## config.mk

```make
export PLATFORM = sky130hd
export DESIGN_NAME = ula_sequenciador_8bits
export DESIGN_NICKNAME = d
export VERILOG_FILES = /design/src/rtl/ula_pkg.sv /design/src/rtl/ula_sequenciador_8bits.sv
export SDC_FILE = /design/constraint.sdc
export NUM_CORES = 1
export LEC_CHECK = 0
export CAP_MARGIN = 20
export CELL_PAD_IN_SITES_DETAIL_PLACEMENT = 0
export CELL_PAD_IN_SITES_GLOBAL_PLACEMENT = 1
export CORE_MARGIN = 4
export CORE_UTILIZATION = 32
export DETAILED_ROUTE_END_ITERATION = 10
export HOLD_SLACK_MARGIN = 0.02
export PLACE_DENSITY = 0.82
export SLEW_MARGIN = 25
export SYNTH_ARGS = -nofsm -noshare
export SYNTH_HDL_FRONTEND = slang
export SYNTH_SLANG_ARGS = --single-unit
export TNS_END_PERCENT = 100
```

## constraint.sdc

```tcl
create_clock -name Clock_in -period 1.9 [get_ports Clock_in]
set_clock_uncertainty 0.2 [all_clocks]
set_input_delay 0.285 -clock Clock_in [delete_from_list [all_inputs] [get_ports Clock_in]]
set_output_delay 0.285 -clock Clock_in [all_outputs]
set_load 0.005 [all_outputs]
```

## src/rtl/ula_pkg.sv

```systemverilog
// Shared definitions for the ALU sequencer: opcodes, FSM state encoding and
// the reserved-opcode predicate.
package ula_pkg;

  localparam logic [2:0] OP_AND  = 3'b000;
  localparam logic [2:0] OP_OR   = 3'b001;
  localparam logic [2:0] OP_XOR  = 3'b010;
  localparam logic [2:0] OP_NOT  = 3'b011;
  localparam logic [2:0] OP_ADD  = 3'b100;
  localparam logic [2:0] OP_SUB  = 3'b101;
  localparam logic [2:0] OP_RES0 = 3'b110;
  localparam logic [2:0] OP_RES1 = 3'b111;

  typedef enum logic [1:0] {
    OCIOSO    = 2'd0,
    EXECUTA   = 2'd1,
    RESULTADO = 2'd2
  } estado_t;

  function automatic logic op_reservada(input logic [2:0] op);
    return (op == OP_RES0) || (op == OP_RES1);
  endfunction

endpackage

```

## src/rtl/ula_sequenciador_8bits.sv

```systemverilog
// Sequencer in front of the combinational 8-bit ALU: registers operands, waits
// LATENCIA_ULA cycles (legal 1..15), captures result/flags and holds them.
module ula_sequenciador_8bits
  import ula_pkg::*;
#(
  parameter int unsigned LATENCIA_ULA = 1,
  parameter logic [7:0]  ACC_RESET    = 8'h00
) (
  input  logic       Clock_in,
  input  logic       Reset_in,
  input  logic       Op_valid_in,
  output logic       Op_ready_out,
  input  logic [7:0] A_dado_in,
  input  logic [7:0] B_dado_in,
  input  logic       C_dado_in,
  input  logic [2:0] Operacao_dado_in,
  input  logic       Acumula_in,
  output logic [7:0] A_ula_out,
  output logic [7:0] B_ula_out,
  output logic       C_ula_out,
  output logic [2:0] Operacao_ula_out,
  input  logic [7:0] Saida_ula_in,
  input  logic [2:0] Flags_ula_in,
  output logic       Res_valid_out,
  input  logic       Res_ready_in,
  output logic [7:0] Resultado_out,
  output logic [2:0] Flags_res_out,
  output logic       Erro_out
);

  localparam logic [3:0] CNT_INIT = 4'(LATENCIA_ULA - 1);

  estado_t    estado_q, estado_d;
  logic [3:0] cnt_q, cnt_d;
  logic [7:0] acc_q, acc_d;
  logic [7:0] a_q, a_d;
  logic [7:0] b_q, b_d;
  logic       c_q, c_d;
  logic [2:0] op_q, op_d;
  logic [7:0] res_q, res_d;
  logic [2:0] flags_q, flags_d;
  logic       valid_q, valid_d;
  logic       erro_q, erro_d;
  logic       aceita;

  // Ready is masked while reset is held so every output reads 0 during reset.
  assign Op_ready_out = (estado_q == OCIOSO) && !Reset_in;
  assign aceita       = Op_valid_in && Op_ready_out;

  always_comb begin
    // NOTE: every _d defaults to its _q first, so no path through the case
    // leaves a signal unassigned and no latch is inferred.
    estado_d = estado_q;
    cnt_d    = cnt_q;
    acc_d    = acc_q;
    a_d      = a_q;
    b_d      = b_q;
    c_d      = c_q;
    op_d     = op_q;
    res_d    = res_q;
    flags_d  = flags_q;
    valid_d  = valid_q;
    erro_d   = erro_q;

    case (estado_q)
      OCIOSO: begin
        if (aceita) begin
          if (op_reservada(Operacao_dado_in)) begin
            // ALU-side registers and accumulator are left untouched.
            res_d    = 8'h00;
            flags_d  = 3'b000;
            erro_d   = 1'b1;
            valid_d  = 1'b1;
            estado_d = RESULTADO;
          end else begin
            a_d      = Acumula_in ? acc_q : A_dado_in;
            b_d      = B_dado_in;
            c_d      = C_dado_in;
            op_d     = Operacao_dado_in;
            cnt_d    = CNT_INIT;
            estado_d = EXECUTA;
          end
        end
      end

      EXECUTA: begin
        if (cnt_q == 4'd0) begin
          res_d    = Saida_ula_in;
          acc_d    = Saida_ula_in;
          flags_d  = Flags_ula_in;
          erro_d   = 1'b0;
          valid_d  = 1'b1;
          estado_d = RESULTADO;
        end else begin
          cnt_d = cnt_q - 4'd1;
        end
      end

      RESULTADO: begin
        if (Res_ready_in) begin
          valid_d  = 1'b0;
          estado_d = OCIOSO;
        end
      end

      default: estado_d = OCIOSO;
    endcase
  end

  // NOTE: state uses non-blocking assignments so all registers update from
  // the same pre-edge values; these are plain flops, so all are reset.
  always_ff @(posedge Clock_in or posedge Reset_in) begin
    if (Reset_in) begin
      estado_q <= OCIOSO;
      cnt_q    <= 4'd0;
      acc_q    <= ACC_RESET;
      a_q      <= 8'h00;
      b_q      <= 8'h00;
      c_q      <= 1'b0;
      op_q     <= 3'b000;
      res_q    <= 8'h00;
      flags_q  <= 3'b000;
      valid_q  <= 1'b0;
      erro_q   <= 1'b0;
    end else begin
      estado_q <= estado_d;
      cnt_q    <= cnt_d;
      acc_q    <= acc_d;
      a_q      <= a_d;
      b_q      <= b_d;
      c_q      <= c_d;
      op_q     <= op_d;
      res_q    <= res_d;
      flags_q  <= flags_d;
      valid_q  <= valid_d;
      erro_q   <= erro_d;
    end
  end

  assign A_ula_out        = a_q;
  assign B_ula_out        = b_q;
  assign C_ula_out        = c_q;
  assign Operacao_ula_out = op_q;
  assign Resultado_out    = res_q;
  assign Flags_res_out    = flags_q;
  assign Res_valid_out    = valid_q;
  assign Erro_out         = erro_q;

endmodule

```

==> summary.md, run 1 <==
| Metric | Value |
|---|---|
| Post-Syn Area | 2033 um^2 |
| Area growth, synth to finish | 52.18% |
| HP Class | in2async |
| Setup Buffers After CTS | 0 |
| Net Sw Frac | 27.67% |
| Dpl cell area | 2929 um^2 |
| Final WL | 4878 um |
| Violated checks | setup timing |
| Sequential share of the synthesized area | about 58% |
| Post-route ant nets | 0 |
| Clock sinks | 47 |
| Async SR Flop Fraction | 100.0% |
| Hold buffer count at cts | 0 |
| Int Power | 3.275 mW |
| First-pass detailed-route iteration total | 4 |
| Combinational power share | between 40 and 50% |
| Slew Viols, Final | 0 |
| Top cell type's share of synthesized area | 57.85% |
| Final core utilization | 51.35% |
| GPL Wtd Cong | 0.7699 |
| Slack of the worst reg-to-reg path | -0.03 ns |
| WL per Instance | 15.99 um |
| Setup Viol. Count Final | 12 |
| Dpl ws | -0.4304 ns |
| Vias in the first global route | 1476 |
| Initial antenna violation count | 0 |
| Post-synth EDFFs | 0 |
| WP data arrival | between 1.5 and 2 ns |
| Clock transition at the registers of the reported paths | roughly 0.090 ns |
| Core area | roughly 6000 um^2 |
| CTS tree | built |
| Final hold vios | 0 |
| Fmax | roughly 520 MHz |
| Initial core utilization | between 30 and 40% |
| I/O Pins | 70 |
| Syn avg cell area | 14.63 um^2 |
| Static Leak | 1.412 nW |
| Largest net degree at the start of global routing | 25 |
| Die area | 7693 um^2 |
| Flop pwr share | 38.4% |
| Vias per inst | 4.816 |
| R2R Path Start | estado_q[1] |
| Worst r2r dst | A_ula_out[6] |
| Clock latency on the worst-skew pair | 0.29 ns |
| Count leader, synth | dfrtp_1 |
| Run status | finished with violations |
| Commonest cells in the netlist | dfrtp_1 (47), mux2_4 (18), mux2_2 (16) |
| Slew headroom | 77.23% |
| Largest cells by area after synthesis | dfrtp_1 (58%), mux2_4 (13%), mux2_2 (8.9%) |
| Main flop type after synthesis | dfrtp_1 |
| Distinct cells, synth | 32 |
| CTS Buf Count | 5 |
| Clock Root Buffer | clkbuf_8 |
| Crit share post-route | 101.8% |
| Final worst slack | -0.03353 ns |
| Via count | 1469 |
| Placed instance count | slightly below 300 |
| Syn_nets | 177 |
| Total grt overflow | 0 |
| Synthesized instance count | between 100 and 150 |
| VDD IR max | 715.0 uV |
| Residual DRC | 0 |
| Worst Tran Pin Value | approximately 0.34 ns |
| Largest area contributor in the netlist | dfrtp_1 |
| FF-to-FF path depth | 3 |
| Synthesis Warnings | 0 |
| CP Max Fanout | 5 |
| Cell Count, Final, Fillers Out | 305 |
| Layout cells sized above 1 | 32.17% |
| Largest buffer count on any clock path | 2 |
| First-pass GRT wire length | 7472 um |
| Hpwl dp | 3421 um |
| Pwr Density | 1463 nW/um^2 |
| Chip height | 87.71 um |
| GRT Util Overall | 12.80% |
| Die width | 87.71 um |
| Kind of critical path | reg2reg |
| Design Area, Final | ~3100 um^2 |
| Critical Path RT | 1.88 ns |
| NetSw | approximately 1.3 mW |
| Worst Setup SP | estado_q[1] |
| Row count | 28 |
| CP endpoint | A_ula_out[6] |
| Initial DRC Count | 45 |
| Critical path endpoint category | register |
| Ant diodes | 0 |
| Critical Path Source Type | register |
| RSZ-0062 raised after global routing | yes |
| Fin nets | 268 |
| Period minus WS final | between 1.5 and 2 ns |
| Number of H-tree levels | 2 |
| IO Port Bufs | between 60 and 70 |
| Clk pwr share | 15.8% |
| Post-synthesis register bit count | 47 |
| Max-cap check violation count | 0 |
[sequential cells by signal, indices dropped and copies added (netlist names)]
register,flops
A_ula_out,8
B_ula_out,8
Resultado_out,8
acc_q,8
cnt_q,4
Flags_res_out,3
Operacao_ula_out,3
estado_q,2
C_ula_out,1
Erro_out,1
Res_valid_out,1
[how the worst min path moves through the flow]
stage | slack, ns | depth (start not counted) | start | endpoint
floorplan | 0.19 | 1 | Res_ready_in | estado_q[1]
global placement | 0.28 | 1 | Operacao_ula_out[1] | Operacao_ula_out[1]
detailed placement | 0.29 | 1 | Operacao_ula_out[1] | Operacao_ula_out[1]
CTS | 0.11 | 4 | Reset_in | Operacao_ula_out[2]
global route | 0.14 | 4 | Reset_in | estado_q[0]
finish | 0.11 | 4 | Reset_in | estado_q[0]
[placed cells by master (no fill, tap or decap), types with 2 or more instances in the layout]
cell | Yosys | layout
inv_1 | 5 | 4
clkdlybuf4s50_1 | 0 | 67
clkbuf_8 | 0 | 5
a22o_1 | 11 | 11
o22a_1 | 2 | 2
nand2b_1 | 2 | 2
or2_4 | 1 | 4
nor2_1 | 4 | 4
mux2_4 | 18 | 18
nor3b_1 | 3 | 2
mux2_2 | 16 | 16
ha_1 | 2 | 2
dlygate4sd2_1 | 0 | 2
dfrtp_1 | 47 | 47
a31o_2 | 2 | 2
buf_4 | 0 | 17
[power by group through the flow]
stage                     logic [mW]  clock network (mW)  registers, mW
after global placement          1.97                   0           1.75
after global routing            2.24               0.779           1.81
final                           2.07               0.717           1.74
after detailed placement        2.01                   0           1.75
after floorplan                0.964                   0           1.75
after CTS                       2.05               0.740           1.74
[worst max-delay path: stages, from the launching register on]
cell,delay [ns]
dfrtp_1,0.40
or4b_4,0.57
or2_4,0.34
mux2_4,0.31
[what timing repair did]
item | CTS | global route
endpoints found under the hold margin | 0 | 0
gates resized for setup | 7 | 7
pin swaps | 1 | 3
gates cloned | 2 | 1
setup endpoints to repair | 22 | 37
[area by class of cell]
| type | instances | area, um^2 |
|---|---|---|
| fill | 538 | 2932 |
| sequential | 47 | 1176 |
| multi-input combinational | 83 | 855.8 |
| timing repair buffer | 88 | 847.1 |
| tap | 75 | 93.84 |
| clock buffer | 6 | 72.57 |
| clock inverter | 1 | 30.03 |
| inverter | 5 | 18.77 |
[kinds of logic (layout without fill, tap and decap cells)]
group	after synthesis	in the layout	synth area share, %
buf+inv	12	100	3.077
mux	35	35	22.65
flops	47	47	57.85
fa+ha+maj	2	2	1.231
compound gates	22	22	8.738
simple gates	21	24	6.462
[layer usage]
layer	track usage (%)	share of wire, %
met5	0	0
met4	2.929	0.74
met3	3.763	5.9
met2	19.73	47
met1	17.83	46
[stage by stage]
step | TNS, ns | total power [mW] | hold WS (ns)
finish | -0.1655 | 4.528 | 0.1111
detailed placement | -11.33 | 3.765 | 0.2868
global placement | -10.43 | 3.719 | 0.2809
CTS | -0.5783 | 4.531 | 0.1141
global route | -0.9364 | 4.825 | 0.1374
floorplan | -2.891 | 2.714 | 0.1927
No activity file was read; power rests on OpenSTA's default activity.
==> run 2, diff against run 1 <==
Settings changed: CORE_UTILIZATION 32 to 44, DONT_BUFFER_PORTS from default to 1, PLACE_DENSITY 0.82 to 0.8.
Clock period 1.9 ns to 1.7 ns, I/O delays scaled along.
==> run 2 against run 1 <==
Net effect:
- the flow still finishes with violations (setup timing)
- register-to-register slack worse by 0.16 ns
- die area down 25%
- first-iteration DRC count down 36%
- clock power up 17%
- worst hold slack worse by 0.083 ns
- setup slack worse by 0.16 ns
- utilization up 13 points
- critical endpoint is now A_ula_out[2]
==> summary.md, run 2 (synthesized netlist as in run 1, its figures left out) <==
| Metric | Value |
|---|---|
| Total grt overflow | 0 (unchanged) |
| Placed instance count | 200 (-32%) |
| Die width | 75.98 um (-13%) |
| Critical Path Source Type | register |
| First-pass GRT wire length | 8197 um (+9.7%) |
| R2R Path Start | estado_q[1] |
| WL per Instance | 19.73 um (+23%) |
| Chip height | 75.98 um (-13%) |
| Run status | finished with violations |
| Slack of the worst reg-to-reg path | -0.20 ns (-0.16 ns) |
| Final worst slack | -0.1973 ns (-0.1638 ns) |
| Hpwl dp | 3050 um (-11%) |
| Number of H-tree levels | 2 (unchanged) |
| Post-Route M1 WL | 1982 um (-13%) |
| Initial antenna violation count | 0 (unchanged) |
| Final hold vios | 0 (unchanged) |
| Ant diodes | 0 (unchanged) |
| Met2 WL post-DR | 2557 um (+12%) |
| Clock transition at the registers of the reported paths | 0.09 ns (about the same) |
| HP Class | in2reg |
| Met3 wire length | 290 um (+0.69%) |
| Area growth, synth to finish | 40.06% |
| Critical path endpoint category | register |
| CTS Buf Count | 5 (unchanged) |
| Residual DRC | 0 (unchanged) |
| Layout cells sized above 1 | 45.13% (+13 points) |
| Largest buffer count on any clock path | 2 (unchanged) |
| First-pass detailed-route iteration total | 4 (unchanged) |
| Vias in the first global route | 1559 (+5.6%) |
| DR top layer | met4 |
| Pwr Density | 1699 nW/um^2 (+16%) |
| Vias per inst | 5.429 (+13%) |
| Commonest non-fill, non-tap cell in the layout | dfrtp_1 |
| Kind of critical path | reg2reg |
| Period minus WS final | 1.897 ns (-0.03623 ns) |
| Max-cap check violation count | 0 (unchanged) |
| Largest net degree at the start of global routing | 26 (+4.0%) |
| Hold depth | 2 |
| Fillers | 329 (-39%) |
| Final WL | 4874 um (about the same) |
| Initial core utilization | 46.06% (+12 points) |
| Slew Viols, Final | 0 (unchanged) |
| Worst Setup SP | estado_q[1] |
| Row count | 24 (-14%) |
| CP endpoint | A_ula_out[2] |
| Most frequent cells in the layout | dfrtp_1 (47), dlygate4sd3_1 (28), mux2_4 (18) |
| Fin nets | 232 (-13%) |
| Initial DRC Count | 29 (-36%) |
| I/O Pins | 70 (unchanged) |
| VDD IR max | 734.1 uV (+2.7%) |
| Clock sinks | 47 (unchanged) |
| Fmax | 527.1 MHz (+1.9%) |
| Crit share post-route | 111.6% (+9.8 points) |
| Core area | 4414 um^2 (-27%) |
| Static Leak | 1.326 nW (-6.1%) |
| Critical Path RT | 1.69 ns (-0.19 ns) |
| Pwr Total | 4.837 mW (+6.8%) |
| Setup TNS | -4.387 ns (-4.222 ns) |
| Worst r2r dst | A_ula_out[2] |
| Setup Viol. Count Final | 33 (+21) |
| WP data arrival | 1.89 ns (-0.02 ns) |
| Slew headroom | 66.23% (-11 points) |
| RSZ-0062 raised after global routing | yes |
| CTS tree | built |
| Violated checks | setup timing |
| GRT Util Overall | 17.76% (+5.0 points) |
| GPL Wtd Cong | 0.7434 (-3.4%) |
| Clock latency on the worst-skew pair | 0.29 ns (about the same) |
| Cell Count, Final, Fillers Out | 247 (-19%) |
| FF-to-FF path depth | 3 (unchanged) |
| Clock Root Buffer | clkbuf_8 |
| Via count | 1341 (-8.7%) |
| Worst Tran Pin Value | 0.5065 ns (+0.1658 ns) |
| CP Max Fanout | 5 (unchanged) |
| Post-route ant nets | 0 (unchanged) |
| IO Port Bufs | 0 (-100%) |
| Die area | 5772 um^2 (-25%) |
-- run 2: cell types whose count changed in the layout (fill, tap and decap cells not counted), sizes merged --
cell / previous run / this run
dlygate4sd3: 0 / 28
clkdlybuf4s50: 67 / 0
dlygate4sd2: 2 / 0
buf: 19 / 24
clkinv: 0 / 1
-- run 2: metrics by stage --
stage | hold slack [ns] | instance area (um^2) | util, % | setup slack, ns
after floorplan | 0.1627 | 2066 | - | -0.3511
after global placement | -0.01340 | 2225 | 50.40 | -0.2192
after detailed placement | 0.0009562 | 2225 | 50.40 | -0.2554
after CTS | -0.02218 | 2764 | 62.61 | -0.1903
after global routing | 0.02495 | 2848 | 64.51 | -0.2273
final | 0.02821 | 2848 | 64.51 | -0.1973
-- run 2: area by class of cell --
cell class | count | area (um^2) | share of cell area (%)
Inverter | 5 | 18.77 | 0.6591
Sequential cell | 47 | 1176 | 41.30
Timing Repair Buffer | 52 | 545.5 | 19.16
Multi-Input combinational cell | 83 | 924.6 | 32.47
Clock inverter | 2 | 35.03 | 1.230
Tap cell | 52 | 65.06 | 2.285
Clock buffer | 6 | 82.58 | 2.900
-- run 2: routing by layer --
layer / vias to the layer above / track usage [%]
met5: - / 0
met4: 0 / 5.694
met3: 5 / 5.319
met2: 49 / 28.68
met1: 672 / 22.80
li1: 615 / -
-- run 2: worst min path at each step --
| stage | start | end | slack, ns |
|---|---|---|---|
| 6_report | A_dado_in[0] | A_ula_out[0] | 0.03 |
| 5_1_grt | A_dado_in[0] | A_ula_out[0] | 0.02 |
| 4_1_cts | Reset_in | Res_valid_out | -0.02 |
| 3_5_place_dp | Reset_in | estado_q[0] | 0.001 |
| 3_3_place_gp | Reset_in | estado_q[1] | -0.01 |
| 2_1_floorplan | Res_ready_in | estado_q[1] | 0.16 |
-- run 2: where the power goes --
group          leakage [nW]  switching (mW)  internal (mW)  total, mW
Sequential            0.580           0.404           1.64       2.05
Clock                0.0612           0.362          0.476      0.838
Combinational         0.685           0.697           1.25       1.95
Total                  1.33            1.46           3.37       4.84
-- run 2: what timing repair did --
action	CTS	global route
endpoints found under the hold margin	55	24
pin swaps	8	14
hold buffers	26	3
endpoints found under the setup margin	43	46
gates resized for setup	20	11
setup buffers	4	3
cloned	4	0
-- run 2: worst max-delay path: stages (launching register included) --
cell     delay (ns)
dfrtp_1        0.40
or4b_4         0.56
or2_4          0.33
mux2_4         0.31
